<file path="config.mk">
export PLATFORM = sky130hd
export DESIGN_NAME = id_alu_issue
export DESIGN_NICKNAME = d
export VERILOG_FILES = /design/src/rtl/id_alu_issue.sv
export SDC_FILE = /design/constraint.sdc
export NUM_CORES = 1
export LEC_CHECK = 0
export CORE_MARGIN = 4
export CORE_UTILIZATION = 42
export DETAILED_ROUTE_END_ITERATION = 10
export PLACE_DENSITY = 0.92
export SYNTH_ARGS = -nofsm -noshare
export SYNTH_HDL_FRONTEND = slang
export SYNTH_SLANG_ARGS = --single-unit
</file>
<file path="constraint.sdc">
create_clock -name clk_i -period 2.54 [get_ports clk_i]
set_input_delay 0.635 -clock clk_i [delete_from_list [all_inputs] [get_ports clk_i]]
set_output_delay 0.635 -clock clk_i [all_outputs]
set_load 0.05 [all_outputs]
</file>
<file path="src/rtl/id_alu_issue.sv">
// RV32I decode/issue stage: decodes ALU-class instructions, selects operands from
// the register file, PC or immediates, and registers them for the execute-stage ALU.
module id_alu_issue #(
  parameter bit SUPPORT_JUMP = 1'b1
) (
  input  logic        clk_i,
  input  logic        rst_ni,
  input  logic [31:0] instr_i,
  input  logic [31:0] pc_i,
  input  logic        instr_valid_i,
  output logic        instr_ready_o,
  output logic [4:0]  rs1_addr_o,
  output logic [4:0]  rs2_addr_o,
  input  logic [31:0] rs1_data_i,
  input  logic [31:0] rs2_data_i,
  input  logic        flush_i,
  output logic [31:0] op1_o,
  output logic [31:0] op2_o,
  output logic [3:0]  alu_opcode_o,
  output logic [4:0]  rd_addr_o,
  output logic        rd_we_o,
  output logic        illegal_o,
  output logic        valid_o,
  input  logic        ready_i
);

  localparam logic [3:0] AluAdd  = 4'd0;
  localparam logic [3:0] AluSub  = 4'd1;
  localparam logic [3:0] AluXor  = 4'd2;
  localparam logic [3:0] AluOr   = 4'd3;
  localparam logic [3:0] AluAnd  = 4'd4;
  localparam logic [3:0] AluSll  = 4'd5;
  localparam logic [3:0] AluSrl  = 4'd6;
  localparam logic [3:0] AluSra  = 4'd7;
  localparam logic [3:0] AluSlt  = 4'd8;
  localparam logic [3:0] AluSltu = 4'd9;

  localparam logic [6:0] OpcOp    = 7'b0110011;
  localparam logic [6:0] OpcOpImm = 7'b0010011;
  localparam logic [6:0] OpcLui   = 7'b0110111;
  localparam logic [6:0] OpcAuipc = 7'b0010111;
  localparam logic [6:0] OpcJal   = 7'b1101111;
  localparam logic [6:0] OpcJalr  = 7'b1100111;

  logic [6:0]  opcode;
  logic [2:0]  funct3;
  logic [6:0]  funct7;
  logic [31:0] imm_i;
  logic [31:0] imm_u;
  logic [31:0] shamt_r;
  logic [31:0] shamt_i;

  logic [31:0] dec_op1, dec_op2;
  logic [3:0]  dec_opc;
  logic        dec_legal;
  logic        transfer;

  logic [31:0] op1_q, op2_q;
  logic [3:0]  opc_q;
  logic [4:0]  rd_q;
  logic        we_q, illegal_q, valid_q;

  assign opcode  = instr_i[6:0];
  assign funct3  = instr_i[14:12];
  assign funct7  = instr_i[31:25];
  assign imm_i   = {{20{instr_i[31]}}, instr_i[31:20]};
  assign imm_u   = {instr_i[31:12], 12'b0};
  // The ALU shifts by the whole op2, so shift amounts are reduced to 5 bits here.
  assign shamt_r = {27'b0, rs2_data_i[4:0]};
  assign shamt_i = {27'b0, instr_i[24:20]};

  assign rs1_addr_o    = instr_i[19:15];
  assign rs2_addr_o    = instr_i[24:20];
  assign instr_ready_o = !valid_q || ready_i;
  assign transfer      = instr_valid_i && instr_ready_o;

  always_comb begin
    dec_op1   = 32'b0;
    dec_op2   = 32'b0;
    dec_opc   = AluAdd;
    dec_legal = 1'b0;
    // opcode[1:0] must be 2'b11 in every match below, so compressed encodings fall to default.
    case (opcode)
      OpcOp: begin
        dec_op1   = rs1_data_i;
        dec_op2   = rs2_data_i;
        dec_legal = 1'b1;
        case ({funct7, funct3})
          {7'b0000000, 3'b000}: dec_opc = AluAdd;
          {7'b0100000, 3'b000}: dec_opc = AluSub;
          {7'b0000000, 3'b001}: begin dec_opc = AluSll; dec_op2 = shamt_r; end
          {7'b0000000, 3'b010}: dec_opc = AluSlt;
          {7'b0000000, 3'b011}: dec_opc = AluSltu;
          {7'b0000000, 3'b100}: dec_opc = AluXor;
          {7'b0000000, 3'b101}: begin dec_opc = AluSrl; dec_op2 = shamt_r; end
          {7'b0100000, 3'b101}: begin dec_opc = AluSra; dec_op2 = shamt_r; end
          {7'b0000000, 3'b110}: dec_opc = AluOr;
          {7'b0000000, 3'b111}: dec_opc = AluAnd;
          default:              dec_legal = 1'b0;
        endcase
      end
      OpcOpImm: begin
        dec_op1   = rs1_data_i;
        dec_op2   = imm_i;
        dec_legal = 1'b1;
        case (funct3)
          3'b000: dec_opc = AluAdd;
          3'b010: dec_opc = AluSlt;
          3'b011: dec_opc = AluSltu;
          3'b100: dec_opc = AluXor;
          3'b110: dec_opc = AluOr;
          3'b111: dec_opc = AluAnd;
          3'b001: begin
            dec_opc   = AluSll;
            dec_op2   = shamt_i;
            dec_legal = (funct7 == 7'b0000000);
          end
          default: begin
            dec_op2 = shamt_i;
            if (funct7 == 7'b0000000)      dec_opc = AluSrl;
            else if (funct7 == 7'b0100000) dec_opc = AluSra;
            else                           dec_legal = 1'b0;
          end
        endcase
      end
      OpcLui: begin
        dec_op2   = imm_u;
        dec_legal = 1'b1;
      end
      OpcAuipc: begin
        dec_op1   = pc_i;
        dec_op2   = imm_u;
        dec_legal = 1'b1;
      end
      OpcJal, OpcJalr: begin
        dec_op1   = pc_i;
        dec_op2   = 32'd4;
        dec_legal = SUPPORT_JUMP && ((opcode == OpcJal) || (funct3 == 3'b000));
      end
      default: dec_legal = 1'b0;
    endcase
    if (!dec_legal) begin
      dec_op1 = 32'b0;
      dec_op2 = 32'b0;
      dec_opc = AluAdd;
    end
  end

  always_ff @(posedge clk_i or negedge rst_ni) begin
    if (!rst_ni) begin
      valid_q   <= 1'b0;
      op1_q     <= 32'b0;
      op2_q     <= 32'b0;
      opc_q     <= AluAdd;
      rd_q      <= 5'b0;
      we_q      <= 1'b0;
      illegal_q <= 1'b0;
    end else if (flush_i) begin
      valid_q <= 1'b0;
    end else if (transfer) begin
      valid_q   <= 1'b1;
      op1_q     <= dec_op1;
      op2_q     <= dec_op2;
      opc_q     <= dec_opc;
      rd_q      <= instr_i[11:7];
      we_q      <= dec_legal && (instr_i[11:7] != 5'd0);
      illegal_q <= !dec_legal;
    end else if (ready_i) begin
      valid_q <= 1'b0;
    end
  end

  assign op1_o        = op1_q;
  assign op2_o        = op2_q;
  assign alu_opcode_o = opc_q;
  assign rd_addr_o    = rd_q;
  assign rd_we_o      = we_q;
  assign illegal_o    = illegal_q;
  assign valid_o      = valid_q;

endmodule

</file>
* After elaboration in Yosys (flattened, before gate mapping) *
Cells that the tools add are included.

word-level totals
  bits in registers = 76
  input bits = 133
  output and inout port bits = 87
  logic and storage cells = 69

operators by class
  equality and inequality tests = 22
  multiplexer cells = 20
  bitwise operators = 1
  reductions and logical operators = 19

operator list
  cell                 number
  $mux 32              4
  $pmux 32 s4          1
  $pmux 32 s2          1
  $eq 10x3->1 const B  4
  $pmux 4 s9           1
  $pmux 4 s7           1
  $eq 7x6->1 const B   3
  $eq 10x2->1 const B  2
  $eq 10x9->1 const B  2
  $eq 7x5->1 const B   2
  $eq 7x7->1 const B   2
  $eq 10x1->1 const B  1
  $logic_not 10->1     1
  $reduce_or 10->1     1
  $eq 3x3->1 const B   3
  $pmux 4 s2           1
  $logic_not 7->1      1
  $eq 3x2->1 const B   2
  $mux 1               6
  $mux 3               2
  $reduce_or 2->1      3
  $reduce_or 3->1      2
  $reduce_or 6->1      1
  $reduce_bool 5->1    1
  11 further kinds     14

* Depth between registers and ports, before layout *
  word-level depth = 6
  mapped depth = 8

* Worst setup path after synthesis *
OpenSTA, ideal clock, no wires.

  path kind = input port to flip-flop
  from = input port instr_i[25]
  to = register op2_q[23] (netlist: op2_o[23])
  setup time = 0.129 ns
  arrival = 2.491 ns
  slack = -0.080 ns
  stages = 7
  path through = or4_4 > or4_4 > o31a_1 > buf_6 > buf_6 > a221oi_1 > nor3_1

on the way
  longest elaborated chain between the ends = 6

RTL lines
  what                  line  text
  from (decl)           8     input logic [31:0] instr_i,
  $eq 7x6->1            121   else if (funct7 == 7'b0100000) dec_opc = AluSra;
  $mux 1                121
  $mux 1                120   if (funct7 == 7'b0000000) dec_opc = AluSrl;
  $pmux 1 s2            106   case (funct3)
  $pmux 1 s4            83    case (opcode)
  $mux 32 *             142   if (!dec_legal) begin
  to (signal assigned)  163   op2_q <= dec_op2;
  to (decl)             58    logic [31:0] op1_q, op2_q;

Mark *: on every way between the ends. The rest lies on a longest branch, timed or not.
A chain may end at the register's enable or synchronous reset.

* Worst setup path in the final report *
  from = input port instr_i[28]
  to = register op2_q[1] (netlist: op2_o[1])

on the way
  longest elaborated chain between the ends = 6

RTL lines
  what          line
  $eq 7x6->1    121
  $mux 1        121
  $mux 1        120
  $pmux 1 s2    106
  $pmux 1 s4 *  83
  $mux 32 *     142

Marks and branches as above.

==> impl_metrics.py <==
metrics = {
    "logic_synthesis": {
        "synthArstFlopShare": 1.00,
        "synthCells": 396,
        "synth_area_leader_cell": "dfrtp_1",
        "synth_area_um2": 3840,
        "synthMostInstantiatedCell": "dfrtp_1",
        "synth_seq_area_share": 0.495,
        "synth.net_count": 529,
        "ys_ff_latch": 76,
        "synth_flop_cell": "dfrtp_1",
        "synth-edff-count": 0,
        "yosysUniqueCellTypes": 44,
        "syn_avg_cell_area_um2": 9.70,
        "synth_top_cell_area_share": 0.495,
        "synthTopCellsByArea": "dfrtp_1 (50%), a22oi_1 (6.3%), nand2_1 (6.0%)",
        "synthTopCellsByCount": "dfrtp_1 (76), nand2_1 (61), nor2_1 (34), a22oi_1 (32), nor3_1 (31)",
        "ys_warn_count": 0,
    },
    "global_route": {
        "grt_antenna_before_repair": 0,
        "grt_max_degree": 77,
        "grt_overflow_total": 0,
        "grt_use_total": 0.271,
        "grt_pass1_wl_um": 23600,
        "grt_pass1_vias": 4574,
    },
    "cts": {
        "insertion_delay_ns": 0.34,
        "cts-buffers-inserted": 9,
        "cts_tree": "built",
        "htreeDepth": 3,
        "cts-root-buf": "clkbuf_8",
        "hold_buffers": 0,
        "cts_sinks": 76,
        "path_clk_slew_ns": 0.08,
        "clockBufferDepth": 2,
    },
    "run_status": {
        "status": "complete, no violations",
    },
    "power": {
        "leakage_uw": 0.00295,
        "max-vdd-ir-drop_mv": 0.219,
        "pwr_density_cell_nw_per_um2": 452,
        "p_total_uw": 3150,
    },
    "layout": {
        "layout-drive-gt1-share": 0.232,
        "stdcell_area_um2": 6980,
        "n_antenna_cell": 0,
        "nNetsFinal": 770,
        "fillers": 515,
        "syn_to_final_growth_pct": 81.7,
    },
    "critical_path": {
        "crit_fanout": 6,
        "slowest_delay_ns": 0.52,
        "critPathCaptureType": "flop",
        "start_kind": "input port",
        "cp.required_ns": 2.79,
        "cp.arrival_ns": 2.76,
        "cp-startpoint": "instr_i[28]",
        "r2r_start": "valid_o",
        "reg2reg_depth": 7,
        "crit_type": "input port to flop",
        "cp_num_buf_inv": 2,
        "critPathTopFamily": "simple AND/OR/NAND/NOR gates",
        "critPathSlowestCell": "or4_4",
        "r2r_setup_slack_ns": 0.42,
        "timing.rr.end": "op2_o[16]",
        "crit_top_cell": "or4_4",
        "crit_chain": "clkdlybuf4s15_1 > or4_4 > or4_4 > a211oi_4 > o21ai_4 > buf_12 > o31ai_4",
    },
    "sta": {
        "fin_skew_ns": 0.0132,
        "fin_ws_ns": 0.0374,
        "min_period_over_period": 0.985,
        "hold_viol": 0,
        "drv_slew": 0,
        "setup_tns_ns": 0,
        "setup_viol": 0,
        "min_period_ns": 2.50,
        "relSlewSlack": 0.368,
        "max_freq_mhz": 400,
        "worst_pin_slew_ns": 0.948,
    },
    "placed_design": {
        "gp_congestion": 0.916,
        "placed_cell_area_um2": 6420,
        "numPortBuffers": 219,
        "post-dp-hpwl_um": 10600,
        "pre_cts_ws_ns": -0.707,
    },
    "route": {
        "postRouteWirelength_um": 15500,
        "dr.pass1.iters": 5,
        "drc": 0,
        "antenna_left": 0,
        "wire_per_inst_um": 20.7,
        "vias": 4391,
        "vias_per_cell": 5.85,
        "drt_iter0_drc": 295,
    },
    "die": {
        "io_pins": 220,
        "die_h_um": 104,
        "fp-row-count": 34,
        "die_w_um": 104,
        "die_area_um2": 10700,
        "start_util": 0.436,
        "core_area_um2": 8810,
    },
    "flow_run": {
        "cap_violations": 0,
    },
    "min_path": {
        "hp-class": "input port to async pin",
    },
}
[layout make-up]
class,count,area (um2),area share
flip-flops and latches,76,1900,0.273
clock buffers,10,128,0.0183
inverters,3,11.3,0.00161
clock inverters,6,38.8,0.00556
repair buffers,273,2820,0.404
well taps,108,135,0.0194
multi-input cells,274,1940,0.278
[flip-flops by register name, summed over array words and instances (netlist names)]
register,count
op1_o,32
op2_o,32
rd_addr_o,5
alu_opcode_o,4
illegal_o,1
rd_we_o,1
valid_o,1
[power breakdown]
group	switching, uW	internal, uW	total [uW]
Sequential	40.8	1280	1320
Combinational	574	439	1010
Clock	468	354	821
[per-layer routing]
layer,track usage,share of wire,vias to the layer above
li1,-,-,1931
met1,0.299,0.35,2107
met2,0.479,0.51,290
met3,0.0821,0.097,63
met4,0.120,0.043,0
met5,0,0,-
[cell usage in the layout (no fill, tap or decap), drive strengths merged, types with 2 or more instances in the layout]
master           n
or4              3
nor2            34
nand2b           2
nand3b           2
a21oi            5
nand2           61
a22oi           32
o21ai           37
a221oi          25
o31ai            6
dlymetal6s2s     6
buf             64
clkinvlp         2
clkbuf          15
dfrtp           76
nand3            3
nor3            34
mux2i            5
clkinv           3
inv              4
nor2b            3
clkdlybuf4s50  197
[cells by family (layout without fill, tap and decap cells)]
| family | count (synthesis) | count (layout) | share of synthesized area |
|---|---|---|---|
| AO/OA/AOI/OAI | 120 | 120 | 0.244 |
| XOR/XNOR | 1 | 1 | 0.00228 |
| buffers and inverters | 48 | 292 | 0.0723 |
| flip-flops | 76 | 76 | 0.495 |
| multiplexers | 5 | 5 | 0.0130 |
| AND/OR/NAND/NOR | 146 | 148 | 0.173 |
[metrics by stage]
stage	utilization	hold slack (ns)	std cells
finish	0.792	0.445	750
global route	0.792	0.518	750
CTS	0.769	0.470	744
detailed placement	0.729	0.469	723
global placement	0.729	0.461	723
floorplan	-	0.339	396
[worst max-delay path by stage]
stage / endpoint / slack (ns) / depth (start not counted)
after floorplan: op2_o[23] / -0.08 / 7
after global placement: op2_o[17] / -0.60 / 6
after detailed placement: op2_o[22] / -0.71 / 6
after CTS: op2_o[0] / 0.002 / 8
after global routing: op1_o[2] / -0.01 / 7
final: op2_o[1] / 0.04 / 7
[timing repair]
| action | 4_1_cts | 5_1_grt |
|---|---|---|
| pin swaps | 8 | 10 |
| cloned | 3 | 2 |
| endpoints found under the setup margin | 68 | 66 |
| setup buffers | 2 | 4 |
| resized for setup | 28 | 36 |
Note: power is estimated with default switching activity, not from simulation.
==> variant 1: new RTL, config.mk and constraints unchanged <==
The parameter `SUPPORT_JUMP` goes from 1'b1 to 1'b0.
--- a/src/rtl/id_alu_issue.sv
+++ b/src/rtl/id_alu_issue.sv
@@ -1,7 +1,7 @@
 // RV32I decode/issue stage: decodes ALU-class instructions, selects operands from
 // the register file, PC or immediates, and registers them for the execute-stage ALU.
 module id_alu_issue #(
-  parameter bit SUPPORT_JUMP = 1'b1
+  parameter bit SUPPORT_JUMP = 1'b0
 ) (
   input  logic        clk_i,
   input  logic        rst_ni,
Function: changed (a bounded check fails within 4 cycles, from zero or initial values and one cycle with rst_ni low).
==> variant 1 against the unedited design <==
Final area decreased by 5.6%; power is 8.9% lower; hold slack lost 0.23 ns; setup slack improved by 0.11 ns; global-route usage is 0.89 points lower; routed wire length fell by 9.4%; sequential cell count stayed put; sequential power fell by 7%; utilization is 4.1 points lower; synthesized area decreased by 0.65%.
==> variant 1: results (changes against the unedited design) <==
number of setup buffers added after CTS 0 (-2); outcome finished clean; CP max FO 45 (+39); crit path DAT 2.63 ns (-0.13 ns); Syn Area/Cell 9.33 um2 (-3.8%); share of cells above drive strength 1 12.0% (-11 points); post-route cell area 6580 um2 (-5.6%); commonest cells in the synthesized netlist nand2_1, dfrtp_1, o21ai_0, a22oi_1, clkbuf_1; pin count of the biggest net entering global routing 47 (-39%); Max VDD drop 0.309 mV (+41%); fin cells 740 (-1.3%); CP delay by family, top buffers and inverters; slowest stage delay, CP 0.46 ns (-0.06 ns); via count 4160 (-5.3%); Post-Route WL 14.1 mm (-9.4%); Leak 2.63 nW (-11%); Filler cells 611 (+19%); Syn. warnings 0 (unchanged); syn_nets 542 (+2.5%); Cell variety after synth 46 (+4.5%); Worst Hold Slack 0.215 ns (-0.230 ns); Setup WS pre-CTS -0.193 ns (+0.514 ns); RePlAce Congestion 0.877 (-4.3%); # nets final 762 (-1.0%); cell with the largest stage delay on the worst path clkdlybuf4s50_1; Reg-to-Reg End op1_o[25]$_DFFE_PN0P_; flop2flop setup slack 0.67 ns (+0.25 ns); Peak Freq 419 MHz (+4.8%); Seq/Total Area, Yosys 49.8% (+0.32 points); placed cell area 6360 um2 (-1.0%); wire length of the first global-routing pass 21.5 mm (-9.1%)
-- variant 1: cell types whose count changed in the layout (fill, tap and decap cells not counted), moves of 10 or more --
cell	before	now
a221oi_2	15	0
a21oi_1	5	21
nand2_1	61	80
nor2_1	34	11
clkdlybuf4s50_1	197	207
buf_4	45	28
a2bb2oi_1	0	11
o21ai_0	12	52
nor3_2	12	1
nor3_1	18	1
o21ai_2	20	8
-- variant 1: final cells by class --
cell class | count | area share [%]
Clock buffer | 9 | 1.88
Clock inverter | 5 | 1.56
Inverter | 4 | 0.228
Multi-Input combinational cell | 286 | 25.6
Sequential cell | 76 | 28.9
Tap cell | 108 | 2.05
Timing Repair Buffer | 252 | 39.8
-- variant 1: logic make-up (layout without fill, tap and decap cells) --
| logic type | count (synthesis) | after routing | synth area share, % |
|---|---|---|---|
| DFF | 76 | 76 | 49.8 |
| muxes | 5 | 5 | 1.34 |
| and+or+nand+nor | 121 | 121 | 14.8 |
| AOI/OAI and AO/OA | 160 | 160 | 27.8 |
| buffers and inverters | 47 | 270 | 6.20 |
-- variant 1: layer usage --
metal | vias up | track usage (%) | routed length (um)
met3 | 33 | 6.84 | 1320
met4 | 0 | 9.96 | 369
met1 | 2021 | 30.2 | 5000
met2 | 201 | 46.5 | 7390
met5 | - | 0 | 0
li1 | 1905 | - | -
-- variant 1: power by group --
| part | internal, mW | total [mW] | leakage (nW) | switching (mW) |
|---|---|---|---|---|
| Sequential | 1.22 | 1.23 | 1.05 | 0.00784 |
| Clock | 0.640 | 1.06 | 0.111 | 0.422 |
| Combinational | 0.307 | 0.578 | 1.47 | 0.271 |
| Total | 2.17 | 2.87 | 2.63 | 0.701 |
-- variant 1: timing repair --
item                       in CTS  in global routing
hold buffers                    0                  0
gates resized for setup         0                  1
setup endpoints to repair       0                  7
==> variant 2: new RTL, same flow settings <==
Made on the original files. Reset style: synchronous (`rst_ni`), changed in one clocked block.
--- a/src/rtl/id_alu_issue.sv
+++ b/src/rtl/id_alu_issue.sv
@@ -146,7 +146,7 @@
     end
   end
 
-  always_ff @(posedge clk_i or negedge rst_ni) begin
+  always_ff @(posedge clk_i) begin
     if (!rst_ni) begin
       valid_q   <= 1'b0;
       op1_q     <= 32'b0;
Function: differs if rst_ni is asserted again (counterexample within 4 cycles, from zero or initial values and one cycle with rst_ni low); with rst_ni held inactive, the same outputs for 4 cycles.
==> variant 2 against the unedited design <==
Sequential cell count unchanged; final area decreased by 9.4%; setup slack improved by 0.16 ns; synthesized area decreased by 5.0%; non-clock buffer count decreased by 25; routed wire length decreased by 18%; critical endpoint is now op1_o[6]$_SDFFE_PN0P_; largest cell class unchanged; highest routed layer unchanged.
Power is not compared: it rests on default switching activity, and its combinational part moved more than twofold at a synthesized area within 25%.
==> variant 2: results (changes against the unedited design) <==
outcome finished clean; cell with the largest stage delay on the worst path a21bo_2; clk buf depth 2 (unchanged); share of cells above drive strength 1 20.7% (-2.5 points); clk_skew 0.00768 ns (-0.00548 ns); number of setup buffers added after CTS 0 (-2); crit path DAT 2.62 ns (-0.14 ns); vias in the first global route 4058 (-11%); Least-Margin Pin Slew 0.749 ns (-0.200 ns); Cell variety after synth 49 (+11%); wire length of the first global-routing pass 19.3 mm (-18%); syn_nets 520 (-1.7%); Hold WC Path Type flop to flop; internal power 2.15 mW; CTS resizes 0 (-100%); pin count of the biggest net entering global routing 39 (-49%); dpl hpwl 10.1 mm (-4.9%); RePlAce Congestion 0.807 (-12%); Worst-Skew Late Latency 0.34 ns (about the same); Syn. warnings 0 (unchanged); total track usage 23.8% (-3.3 points); Max VDD drop 0.300 mV; Slew Limit Fails 0 (unchanged); CP max FO 32 (+26); Leak 2.25 nW; Post-Route WL 12.7 mm (-18%); CTS root buffer clkbuf_8; 1st-pass router iterations 4 (-1); # port buffers 219 (unchanged); commonest cells in the synthesized netlist dfxtp_1, nand2_1, o21ai_2, a22oi_1, a221oi_1; Filler cells 593 (+15%); initial drt markers 155 (-47%); Ant. Diodes 0 (unchanged); top_reg_cell synth dfxtp_1; slowest stage delay, CP 0.66 ns (+0.14 ns); largest cells by area after synthesis dfxtp_1, o21ai_2, a22oi_1; # nets final 737 (-4.3%); CTS H-tree depth 3 (unchanged); asr flop ratio synth 0% (-100 points); via count 3883 (-12%); TritonCTS buffer count 9 (unchanged); Seq/Total Area, Yosys 41.7% (-7.8 points); CP delay by family, top compound AO/OA/AOI/OAI gates
-- variant 2: cell types whose count changed in the layout (fill, tap and decap cells not counted), moves of 15 or more --
cell      delta
o21ai_2     +31
dfrtp_1     -76
dfxtp_1     +76
a221oi_2    -15
buf_4       -19
nor3_1      -16
nor2_1      -28
-- variant 2: stage by stage --
stage	worst slack (ns)	utilization [%]	power (mW)	cells	instance area [um2]
after detailed placement	-0.147	72.9	1.71	698	6080
after CTS	0.220	75.8	2.80	713	6320
after global placement	-0.0494	72.9	1.70	698	6080
final	0.195	75.8	2.78	713	6320
after global routing	0.132	75.8	2.87	713	6320
after floorplan	0.407	-	1.40	387	3650
-- variant 2: kinds of logic (layout without fill, tap and decap cells) --
kind of cell	Yosys count	count (layout)	synth area share (%)
AO/OA/AOI/OAI	144	144	32.0
AND/OR/NAND/NOR	111	111	15.3
buffers and inverters	45	266	7.88
flip-flops	76	76	41.7
multiplexers	11	11	3.08
-- variant 2: final timing paths --
| path | start | endpoint | slack [ns] | cells past startpoint |
|---|---|---|---|---|
| max | instr_i[1] | op1_o[6]$_SDFFE_PN0P_ | 0.19 | 6 |
| min | alu_opcode_o[3]$_SDFFE_PN0P_ | alu_opcode_o[3]$_SDFFE_PN0P_ | 0.45 | 2 |
| max reg2reg | valid_o$_SDFFE_PP0P_ | op2_o[11]$_SDFFE_PN0P_ | 0.78 | 6 |
| min reg2reg | alu_opcode_o[3]$_SDFFE_PN0P_ | alu_opcode_o[3]$_SDFFE_PN0P_ | 0.45 | 2 |
-- variant 2: power by group through the flow --
stage	registers, mW	clock network (mW)	logic, mW
CTS	1.20	1.11	0.482
detailed placement	1.23	0	0.480
finish	1.20	1.10	0.480
global placement	1.23	0	0.471
floorplan	1.25	0	0.148
global route	1.20	1.16	0.506
-- variant 2: layout make-up --
class	count	area share (%)
clock buffer	10	2.18
clock inverter	5	1.58
inverter	3	0.178
multi-input combinational	266	29.4
sequential	76	24.1
tap	105	2.08
timing repair buffer	248	40.5
-- variant 2: worst min-delay path, delay by kind of cell, from the launching register on --
| kind | cells | cell delay, ns |
|---|---|---|
| AND/OR/NAND/NOR | 2 | 0.09 |
| flip-flops | 1 | 0.31 |
-- variant 2: per-layer routing --
layer | vias to the layer above | share of wire (%) | track usage [%]
li1 | 1837 | - | -
met1 | 1829 | 36 | 24.5
met2 | 185 | 52 | 43.3
met3 | 32 | 9.2 | 8.33
met4 | 0 | 3.0 | 10.3
met5 | - | 0 | 0
